### config.mk
export PLATFORM = sky130hd
export DESIGN_NAME = fp_in_wrapper_param
export DESIGN_NICKNAME = d
export VERILOG_FILES = /design/src/rtl/fp_in_wrapper_param.sv
export SDC_FILE = /design/constraint.sdc
export NUM_CORES = 1
export LEC_CHECK = 0
export BUFFER_PORTS_ARGS = -buffer_cell sky130_fd_sc_hd__buf_2
export CAP_MARGIN = 5
export CORE_MARGIN = 3
export CORE_UTILIZATION = 25
export CTS_CLUSTER_DIAMETER = 200
export DETAILED_ROUTE_END_ITERATION = 8
export PLACE_DENSITY = 0.44
export SETUP_SLACK_MARGIN = 0.4
export SLEW_MARGIN = 20
export SYNTH_ARGS = -nofsm -noshare
export SYNTH_HDL_FRONTEND = slang
export SYNTH_SLANG_ARGS = --single-unit
### constraint.sdc
create_clock -name clk -period 7.9 [get_ports clk]
set_clock_uncertainty 0.1 [all_clocks]
set_input_delay 0.79 -clock clk [delete_from_list [all_inputs] [get_ports clk]]
set_output_delay 0.79 -clock clk [all_outputs]
set_load 0.1 [all_outputs]
### src/rtl/fp_in_wrapper_param.sv
// Input wrapper for the FP datapath: assembles NUM_OPS operands from a serial
// BUS_W stream, queues up to DEPTH complete sets and issues them one at a time.
module fp_in_wrapper_param #(
    parameter int DATA_W  = 32,
    parameter int BUS_W   = 32,
    parameter int NUM_OPS = 2,
    parameter int DEPTH   = 4
) (
    input  logic                         clk,
    input  logic                         rst,
    input  logic                         inReady,
    input  logic [BUS_W-1:0]             inBus,
    input  logic                         doneFP,
    output logic                         inAccept,
    output logic [NUM_OPS*DATA_W-1:0]    opBus,
    output logic                         startFP,
    output logic                         busy,
    output logic [$clog2(DEPTH+1)-1:0]   setCount
);

    localparam int BEATS   = DATA_W / BUS_W;
    localparam int SET_W   = NUM_OPS * DATA_W;
    localparam int BEAT_CW = (BEATS > 1) ? $clog2(BEATS) : 1;
    localparam int OP_CW   = (NUM_OPS > 1) ? $clog2(NUM_OPS) : 1;
    localparam int PTR_W   = (DEPTH > 1) ? $clog2(DEPTH) : 1;
    localparam int CNT_W   = $clog2(DEPTH + 1);

    typedef enum logic [1:0] {S_IDLE, S_START, S_BUSY} state_t;

    state_t             r_state;
    state_t             w_next;
    logic [BEAT_CW-1:0] r_beat;
    logic [OP_CW-1:0]   r_op;
    logic [SET_W-1:0]   r_asm;
    logic [SET_W-1:0]   w_set;
    logic [SET_W-1:0]   r_mem [DEPTH];
    logic [PTR_W-1:0]   r_wptr;
    logic [PTR_W-1:0]   r_rptr;
    logic [CNT_W-1:0]   r_count;
    logic               w_capture;
    logic               w_last_beat;
    logic               w_last_op;
    logic               w_push;
    logic               w_pop;
    int                 w_lo;

    assign inAccept    = (r_count < CNT_W'(DEPTH));
    assign setCount    = r_count;
    assign opBus       = (r_count != '0) ? r_mem[r_rptr] : '0;
    assign w_capture   = inReady & inAccept;
    assign w_last_beat = (r_beat == BEAT_CW'(BEATS - 1));
    assign w_last_op   = (r_op == OP_CW'(NUM_OPS - 1));
    assign w_push      = w_capture & w_last_beat & w_last_op;
    assign w_pop       = (r_state == S_BUSY) & doneFP;

    // First beat of an operand lands in its most significant slice.
    always_comb begin
        w_lo  = int'(r_op) * DATA_W + (BEATS - 1 - int'(r_beat)) * BUS_W;
        w_set = r_asm;
        w_set[w_lo +: BUS_W] = inBus;
    end

    always_ff @(posedge clk) begin
        if (rst) begin
            r_beat <= '0;
            r_op   <= '0;
            r_asm  <= '0;
        end else if (w_capture) begin
            r_asm <= w_set;
            if (w_last_beat) begin
                r_beat <= '0;
                r_op   <= w_last_op ? '0 : r_op + 1'b1;
            end else begin
                r_beat <= r_beat + 1'b1;
            end
        end
    end

    always_ff @(posedge clk) begin
        if (w_push && !rst) begin
            r_mem[r_wptr] <= w_set;
        end
    end

    always_ff @(posedge clk) begin
        if (rst) begin
            r_wptr  <= '0;
            r_rptr  <= '0;
            r_count <= '0;
        end else begin
            if (w_push) begin
                r_wptr <= (r_wptr == PTR_W'(DEPTH - 1)) ? '0 : r_wptr + 1'b1;
            end
            if (w_pop) begin
                r_rptr <= (r_rptr == PTR_W'(DEPTH - 1)) ? '0 : r_rptr + 1'b1;
            end
            case ({w_push, w_pop})
                2'b10:   r_count <= r_count + 1'b1;
                2'b01:   r_count <= r_count - 1'b1;
                default: r_count <= r_count;
            endcase
        end
    end

    always_ff @(posedge clk) begin
        if (rst) begin
            r_state <= S_IDLE;
        end else begin
            r_state <= w_next;
        end
    end

    // doneFP only matters in BUSY, so a held doneFP retires one set per visit.
    always_comb begin
        w_next  = r_state;
        startFP = 1'b0;
        busy    = 1'b0;
        case (r_state)
            S_IDLE: begin
                if (r_count != '0) w_next = S_START;
            end
            S_START: begin
                startFP = 1'b1;
                w_next  = S_BUSY;
            end
            S_BUSY: begin
                busy = 1'b1;
                if (doneFP) w_next = S_IDLE;
            end
            default: w_next = S_IDLE;
        endcase
    end

endmodule
# Word-level counts from Yosys, hierarchy flattened

Memories as Yosys holds them, arrays and structs flattened. A register that Yosys moved wholly into a read port is not among the register bits.
Cells that the tools add are included.

$lt $le $gt $ge: 1
Reduce and logical (&&, ||, !) cells: 7
Mux-type cells: 16
Multiply operators: 0
Eq/ne operators: 8
Divide/modulo/power cells: 0
Bitwise operators: 5
$add $sub $neg: 9
Shifts and indexed selects: 2

Operators with widths:

| kind                     | number |
|---|---|
| $bwmux 64                | 1 |
| $mux 64                  | 1 |
| $shift 32x33->64 const A | 1 |
| $shiftx 32x33->64        | 1 |
| $neg 8->33               | 1 |
| $mux 2                   | 6 |
| $add 7x7->8              | 1 |
| $eq 2x2->1 const B       | 4 |
| $mux 1                   | 6 |
| $pmux 2 s3               | 1 |
| $pmux 3 s2               | 1 |
| $add 2x1->2 const B      | 2 |
| $and 1x1->1              | 4 |
| $eq 2x1->1 const B       | 2 |
| $ne 2x2->1 const B       | 2 |
| $reduce_and 2->1         | 2 |
| $add 3x1->3 const B      | 1 |
| $lt 3x3->1 const B       | 1 |
| $reduce_bool 3->1        | 1 |
| $sub 3x1->3 const B      | 1 |
| $add 1x1->1 const B      | 2 |
| $logic_not 2->1          | 1 |
| $reduce_bool 2->1        | 1 |
| $sub 1x1->2 const A      | 1 |
| 3 further kinds          | 3 |

Word-level logic and storage cells: 56
Memories: 1
Flip-flop bits (word level): 75
Memory bits (writable): 256
Output and inout port bits: 70
Bits in read-only memories: 0
Latch bits: 0

Memory list:

| name  | words | bits a word | read ports | clocked after memory_dff | write ports | RTL line | RTL |
|---|---|---|---|---|---|---|---|
| r_mem | 4     | 64          | 1          | 1                        | 1           | 36       | `logic [SET_W-1:0] r_mem [DEPTH];` |

# Longest topological paths before layout

Gate-level depths: netlist of the first run.

Depth in word-level cells: 7
Depth in mapped cells: 8

# Worst setup path before layout of the first run

Ideal clock, no wire load.

Path type: reg-to-output
From: reg r_count[2], in the netlist setCount[2]
To: out opBus[10]
Buffers on the path: 2
Arrival time: 2913 ps
Path slack: 4097 ps
Stages on the path, launching flop included: 5
Data required time: 7010 ps
Path through: dfxtp_1 -> nor3_1 -> buf_2 -> clkbuf_1 -> nor2b_1

Longest elaborated chain between the ends: 2

RTL lines:

| element                  | RTL line | RTL |
|---|---|---|
| start: declaration       | 39       | `logic [CNT_W-1:0] r_count;` |
| start signal: assignment | 98       | `2'b10: r_count <= r_count + 1'b1;` |
| start signal: assignment | 99       | `2'b01: r_count <= r_count - 1'b1;` |
| start signal: assignment | 100      | `default: r_count <= r_count;` |
| $reduce_bool 3->1        | 49       | `assign opBus = (r_count != '0) ? r_mem[r_rptr] : '0;` |
| $mux 64                  | 49       |  |
| end: declaration         | 15       | `output logic [NUM_OPS*DATA_W-1:0] opBus,` |

No other way between the ends.

==> impl_metrics.csv, run 1 <==
group,metric,value,unit
status,status,"complete, no violations",
global_routing,grt_usage,0.115,
power,seq_power_share,0.472,
power,netSwitchingPower,1.06,mW
routing,routedWlPerCell,20.6,um
worst_setup_path,arrival,3260,ps
routing,wl_met2,15300,um
global_routing,grt_max_degree,66,
timing,finalSetupViolCount,0,
routing,drt_wl_total,31700,um
routing,wl_met3,1870,um
power,combinationalPowerShare,0.113,
cells_and_area,areaGrowthSynthToFinish,19.0,%
clock_tree,cts-root-buf,"clkbuf_16",
placement,portBuffers,105,
floorplanning,die_y,235,um
yosys,synth_area,13100,um^2
cells_and_area,utilization,0.302,
clock_tree,path_clk_slew,60,ps
worst_setup_path,crit_buf_inv,2,
global_routing,grt_pass1_vias,7208,
worst_setup_path,slowest_delay,870,ps
timing,final.min_clock_period,4150,ps
clock_tree,cts_resized,0,
clock_tree,cts_num_sinks,332,
timing,relSlewSlack,0.363,
worst_setup_path,critical_path.slowest_cell,"dfxtp_4",
placement,hpwl,18800,um
global_routing,antenna_found_initial,5,
yosys,syn-num-nets,757,
power,internal_power,3.10,mW
worst_setup_path,startpoint_type,"flip-flop",
clock_tree,h-tree-depth,2,
global_routing,grt_pass1_wl,48200,um
yosys,ys_seq_area_frac,0.703,
clock_tree,cts_buffer_depth,3,
cells_and_area,drive_gt1_frac,0.365,
timing,slew_violations,0,
power,swShare,0.254,
clock_tree,clock_latency,520,ps
routing,ant_nets,0,
floorplanning,row_count,83,
worst_setup_path,required,7010,ps
routing,drt_iter0_markers,353,
cells_and_area,fillers,5063,
clock_tree,numCtsBuffers,37,
clock_tree,cts_tree,"yes",
routing,top_layer,"met5",
routing,viasPerCell,4.29,
floorplanning,die-area,55200,um^2
timing,final.setup.tns,0,ps
yosys,synth_cell_types,28,
yosys,synth_area_per_cell,18.3,um^2
yosys,yosys_warnings,0,
cells_and_area,seq_area,9220,um^2
timing,fmax,241,MHz
timing,hold_violations,0,
routing,drc,0,
placement,gp_congestion,0.677,
worst_setup_path,path_delay_family,"buffers and inverters",
power,leakage,5.36,nW
clock_tree,cts_setup_buffers,0,
worst_setup_path,crit_type,"reg -> out",
timing,tightest_slew,956,ps
routing,vias,6592,
cells_and_area,nNetsFinal,869,
yosys,ys_ff_latch,332,
timing,post-route-period-util,0.525,
min_path,worstHoldPathType,"reg -> reg",
run,max-cap-violations,0,
power,power_density,267,nW/um^2
worst_setup_path,path_cells,"buf_4, mux4_2, nor2b_1, buf_2",
floorplanning,io_pins,106,
worst_setup_path,path_max_fanout,34,
floorplanning,core,51600,um^2
floorplanning,start_util,0.254,
timing,rsz0062_at_grt,"false",
yosys,syn_inst,714,
cells_and_area,multi_input_area,3620,um^2
power,peakVddDrop,0.164,mV
global_routing,grt_overflow_total,0,
routing,drt_first_pass_iters,6,
worst_setup_path,cp-end-kind,"primary output",
floorplanning,die_x,235,um
clock_tree,ctsHoldBuffers,0,
power,p_clk_frac,0.415,
routing,wl_met1,13900,um
Yosys cell counts, drive strengths merged:
library cell,count,area share
a22o,34,0.023
mux2i,32,0.024
a21oi,6,0.0032
nor4,1,0.00048
xor2,2,0.0013
ha,6,0.0057
nor2,39,0.011
nor3,1,0.00038
xnor2,1,0.00067
and2,4,0.0019
buf,31,0.017
edfxtp,256,0.59
nor2b,67,0.032
mux4,64,0.11
inv,8,0.0023
nand3b,2,0.0011
clkbuf,13,0.0038
fa,1,0.0015
nand2,2,0.00057
o21ai,1,0.00038
or3,2,0.00096
nand3,1,0.00038
dfxtp,76,0.12
mux2,64,0.055
worst paths after layout:
path	start	depth (start not counted)	slack [ps]	to
worst min register to register	r_state[0]	1	360	r_state[0]
worst max register to register	r_op	5	4790	r_mem[0][43]
worst min-delay path	r_state[0]	1	360	r_state[0]
worst max-delay path	flip-flop	4	3750	opBus[54]
power groups by stage:
stage | logic (mW) | registers (mW) | clock network [mW]
5_1_grt | 0.503 | 1.96 | 1.85
4_1_cts | 0.484 | 1.96 | 1.78
3_3_place_gp | 0.482 | 2.00 | 0
6_report | 0.470 | 1.96 | 1.73
3_5_place_dp | 0.483 | 2.00 | 0
2_1_floorplan | 0.376 | 1.99 | 0
layout by cell type (no fill, tap or decap), types with 2 or more instances in the layout:
| cell | instances |
|---|---|
| nand3b_1 | 2 |
| nand2_1 | 2 |
| clkinv_2 | 4 |
| a22o_1 | 34 |
| and2_4 | 4 |
| edfxtp_1 | 256 |
| diode_2 | 3 |
| a21oi_1 | 5 |
| nor2_1 | 38 |
| buf_4 | 12 |
| clkbuf_1 | 10 |
| ha_1 | 6 |
| mux2_2 | 64 |
| dfxtp_1 | 73 |
| bufinv_16 | 2 |
| dfxtp_4 | 3 |
| buf_2 | 105 |
| clkbuf_16 | 39 |
| mux4_2 | 64 |
| mux2i_1 | 32 |
| or3_1 | 2 |
| clkinv_1 | 2 |
| xor2_1 | 2 |
| inv_6 | 2 |
| nor2b_1 | 66 |
| clkbuf_8 | 8 |
| inv_1 | 8 |
area by class of cell:
type                    instances  area share
multi-input cells             330       0.232
flip-flops and latches        332       0.592
diodes                          3    0.000482
well taps                     680      0.0546
inverters                       8     0.00193
clock inverters                11     0.00723
repair buffers                117      0.0395
clock buffers                  57      0.0721
cells by family (layout without fill, tap and decap cells):
logic type	count (synthesis)	after routing	synth area share
flip-flops	332	332	0.703
adder cells (fa/ha/maj)	7	7	0.00726
multiplexers	160	160	0.190
other	0	3	0
XOR/XNOR	3	3	0.00201
AND/OR/NAND/NOR	119	119	0.0490
AO/OA/AOI/OAI	41	41	0.0263
buffers and inverters	52	193	0.0228
sequential cells by signal, summed over array words and instances (netlist names), named ones only:
signal,cells
r_asm,64
r_mem,256
r_op,1
r_rptr,2
r_state,2
r_wptr,2
setCount,3
per-layer routing:
layer	up-vias	global-route usage
met5	-	0
met4	4	0.0312
met3	47	0.0295
met2	172	0.194
met1	3370	0.148
li1	2999	-
worst reg2reg max path, cell delays in order (launching register included):
cell and delay [ps]:
dfxtp_4 590, nand3b_1 240, nor2_4 110, buf_4 430, and2_4 560, buf_4 670
metrics by stage:
| stage | area (um^2) | worst slack, ps | instances | hold slack [ps] | power, mW |
|---|---|---|---|---|---|
| after floorplan | 13100 | 4100 | 714 | 330 | 2.37 |
| after global placement | 14300 | 4160 | 1467 | 350 | 2.48 |
| after detailed placement | 14300 | 4150 | 1467 | 351 | 2.48 |
| after CTS | 15600 | 3580 | 1535 | 362 | 4.23 |
| after global routing | 15600 | 3450 | 1535 | 386 | 4.32 |
| final | 15600 | 3750 | 1538 | 364 | 4.16 |
Power figures use the tool's default switching activity.
==> inputs of run 2 (changes only) <==
Settings changed: ABC_AREA from default to 1.
Clock period 7.9 ns to 4.2 ns, I/O delays scaled along.
==> run 2 against run 1 <==
Power increased by 94%. Combinational power increased by 140%. Wire length increased by 18%. Critical path type unchanged. Critical endpoint is now opBus[1]. Register-to-register slack got worse by 2800 ps. Synthesized cell count increased by 89%. Non-clock buffer count increased by 4. First-iteration DRC count increased by 76%. Largest power group unchanged.
==> impl_metrics.csv, run 2 <==
group,metric,value,unit
worst_setup_path,path_delay_family,"buffers and inverters",
worst_setup_path,r2r_slack,2000,ps
worst_setup_path,required,3680,ps
floorplanning,io_pins,106,
timing,final.min_clock_period,3140,ps
timing,setup_ws,1060,ps
yosys,synth_area_per_cell,10.2,um^2
min_path,min_to,"r_asm[49]",
placement,hpwl,22600,um
timing,tightest_slew,948,ps
worst_setup_path,slowest_delay,500,ps
run,max-cap-violations,0,
worst_setup_path,crit_buf_inv,3,
worst_setup_path,rr_endpoint,"r_mem[1][13]",
global_routing,grt_pass1_wl,57100,um
cells_and_area,areaGrowthSynthToFinish,17.4,%
worst_setup_path,cp-end-kind,"primary output",
routing,drc,0,
floorplanning,row_count,85,
placement,portBuffers,105,
worst_setup_path,r2r_start,"setCount[2]",
worst_setup_path,critical_path.slowest_cell,"buf_2",
yosys,synth_edf_count,256,
cells_and_area,layout_commonest_cell,"nand2_1",
yosys,synth_area,13700,um^2
yosys,synth_top_area_cell,"edfxtp_1",
status,status,"complete, no violations",
floorplanning,core,54000,um^2
timing,hold_violations,0,
cells_and_area,fillers,5601,
routing,drt_wl_total,37500,um
power,seq_power_share,0.455,
clock_tree,cts_tree,"yes",
yosys,synth_area_leaders,"edfxtp_1 56%, dfxtp_1 11%, nand2_1 11%, o21ai_0 4.7%, nor2_1 3.8%",
worst_setup_path,arrival,2620,ps
yosys,synth.most_common_cell,"nand2_1",
global_routing,grt_max_degree,129,
yosys,ys_seq_area_frac,0.672,
placement,dp_slack,1620,ps
routing,ant_nets,0,
yosys,syn_inst,1347,
timing,slew_violations,0,
yosys,synthFlopType,"edfxtp_1",
floorplanning,die-area,57700,um^2
cells_and_area,mostFrequentLayoutCells,"396 x nand2_1, 256 x edfxtp_1, 135 x nor2_1",
floorplanning,start_util,0.254,
placement,gp_congestion,0.726,
clock_tree,clock_latency,560,ps
power,power_density,501,nW/um^2
worst_setup_path,r2r_cells,6,
floorplanning,die_x,240,um
clock_tree,numCtsBuffers,38,
yosys,ys_async_sr_fraction,0,
min_path,whs_path_depth,3,
clock_tree,h-tree-depth,2,
clock_tree,cts_num_sinks,332,
timing,relSlewSlack,0.368,
power,p_clk_frac,0.405,
power,leakage,6.22,nW
timing,rsz0062_at_grt,"false",
routing,viasPerCell,4.27,
clock_tree,cts-root-buf,"clkbuf_16",
clock_tree,cts_setup_buffers,0,
cells_and_area,nNetsFinal,1472,
global_routing,grt_overflow_total,0,
clock_tree,ctsHoldBuffers,0,
clock_tree,cts_buffer_depth,3,
power,peakVddDrop,0.201,mV
cells_and_area,largest-register,"r_mem",
min_path,hold_path.startpoint,"inBus[17]",
power,power,8.06,mW
worst_setup_path,path_max_fanout,54,
clock_tree,cts_resized,0,
yosys,ys_ff_latch,332,
worst_setup_path,path_cells,"inv_4, buf_12, nand2_1, a21oi_1, buf_2",
power,combinationalPowerShare,0.140,
global_routing,grt_pass1_vias,8809,
yosys,syn-num-nets,1390,
global_routing,antenna_found_initial,0,
routing,routedWlPerCell,17.4,um
global_routing,grt_usage,0.131,
timing,fmax,318,MHz
timing,post-route-period-util,0.749,
floorplanning,die_y,240,um
routing,vias,9192,
power,internal_power,5.78,mW
worst_setup_path,startpoint_type,"flip-flop",
yosys,synth_cell_types,23,
clock_tree,path_clk_slew,60,ps
worst_setup_path,crit_type,"reg -> out",
power,netSwitchingPower,2.28,mW
min_path,worstHoldPathType,"in -> reg",
cells_and_area,largest_reg_flops,256,
cells_and_area,antennaDiodeCount,0,
routing,drt_iter0_markers,621,
yosys,yosys_warnings,0,
timing,finalSetupViolCount,0,
routing,drt_first_pass_iters,5,
yosys,netlist.area_leader.share,0.561,
yosys,netlist_top_cells_count,"396 x nand2_1, 256 x edfxtp_1, 139 x nor2_1",
power,swShare,0.283,
cells_and_area,drive_gt1_frac,0.127,
run 2: per-stage QoR:
step | hold WS [ps] | std cells | util | instance area [um^2] | TNS, ps
6_report | 49.0 | 2155 | 0.298 | 16100 | 0
5_1_grt | 19.3 | 2155 | 0.298 | 16100 | 0
4_1_cts | 27.9 | 2155 | 0.298 | 16100 | 0
3_5_place_dp | 347 | 2085 | 0.275 | 14900 | 0
3_3_place_gp | 345 | 2085 | 0.275 | 14900 | 0
2_1_floorplan | 331 | 1347 | - | 13700 | -97770
run 2: final cells by class:
| class | instances | area [um^2] | area share |
|---|---|---|---|
| Clock buffer | 54 | 1030 | 0.0640 |
| Clock inverter | 16 | 191 | 0.0119 |
| Inverter | 88 | 334 | 0.0208 |
| Multi-Input combinational cell | 848 | 3730 | 0.232 |
| Sequential cell | 332 | 9210 | 0.572 |
| Tap cell | 696 | 871 | 0.0541 |
| Timing Repair Buffer | 121 | 721 | 0.0448 |
run 2: cells by family after synthesis:
kind of cell    synth area share
flops                      0.672
buf+inv                   0.0589
compound gates            0.0967
simple gates               0.166
fa+ha+maj                0.00693
run 2: worst max path at each step:
| stage | endpoint | slack, ps | depth (start not counted) |
|---|---|---|---|
| 4_1_cts | opBus[25] | 1020 | 5 |
| 2_1_floorplan | r_mem[0][0] | -380 | 5 |
| 6_report | opBus[1] | 1060 | 5 |
| 3_5_place_dp | opBus[25] | 1620 | 5 |
| 3_3_place_gp | opBus[25] | 1580 | 5 |
| 5_1_grt | opBus[25] | 900 | 5 |
run 2: metal layers:
metal	vias to the layer above	part of all wire	wire length, um	global-route usage
met5	-	0	0	0
li1	4624	-	-	-
met4	0	0.014	516	0.0290
met1	4358	0.47	17800	0.180
met2	162	0.47	17500	0.213
met3	48	0.047	1750	0.0289
run 2: worst reg2reg max path: stages, from the launching register on:
cell and delay (ps):
dfxtp_1 380, nor2_4 140, nand2_2 120, nor2_8 120
inv_1 170, nor2_4 400, buf_12 390
run 2: power groups by stage:
stage | Sequential, mW | Combinational (mW) | Clock [mW]
CTS | 3.67 | 1.16 | 3.36
global placement | 3.73 | 1.15 | 0
floorplan | 3.75 | 0.851 | 0
finish | 3.67 | 1.13 | 3.26
global route | 3.67 | 1.22 | 3.52
detailed placement | 3.74 | 1.15 | 0
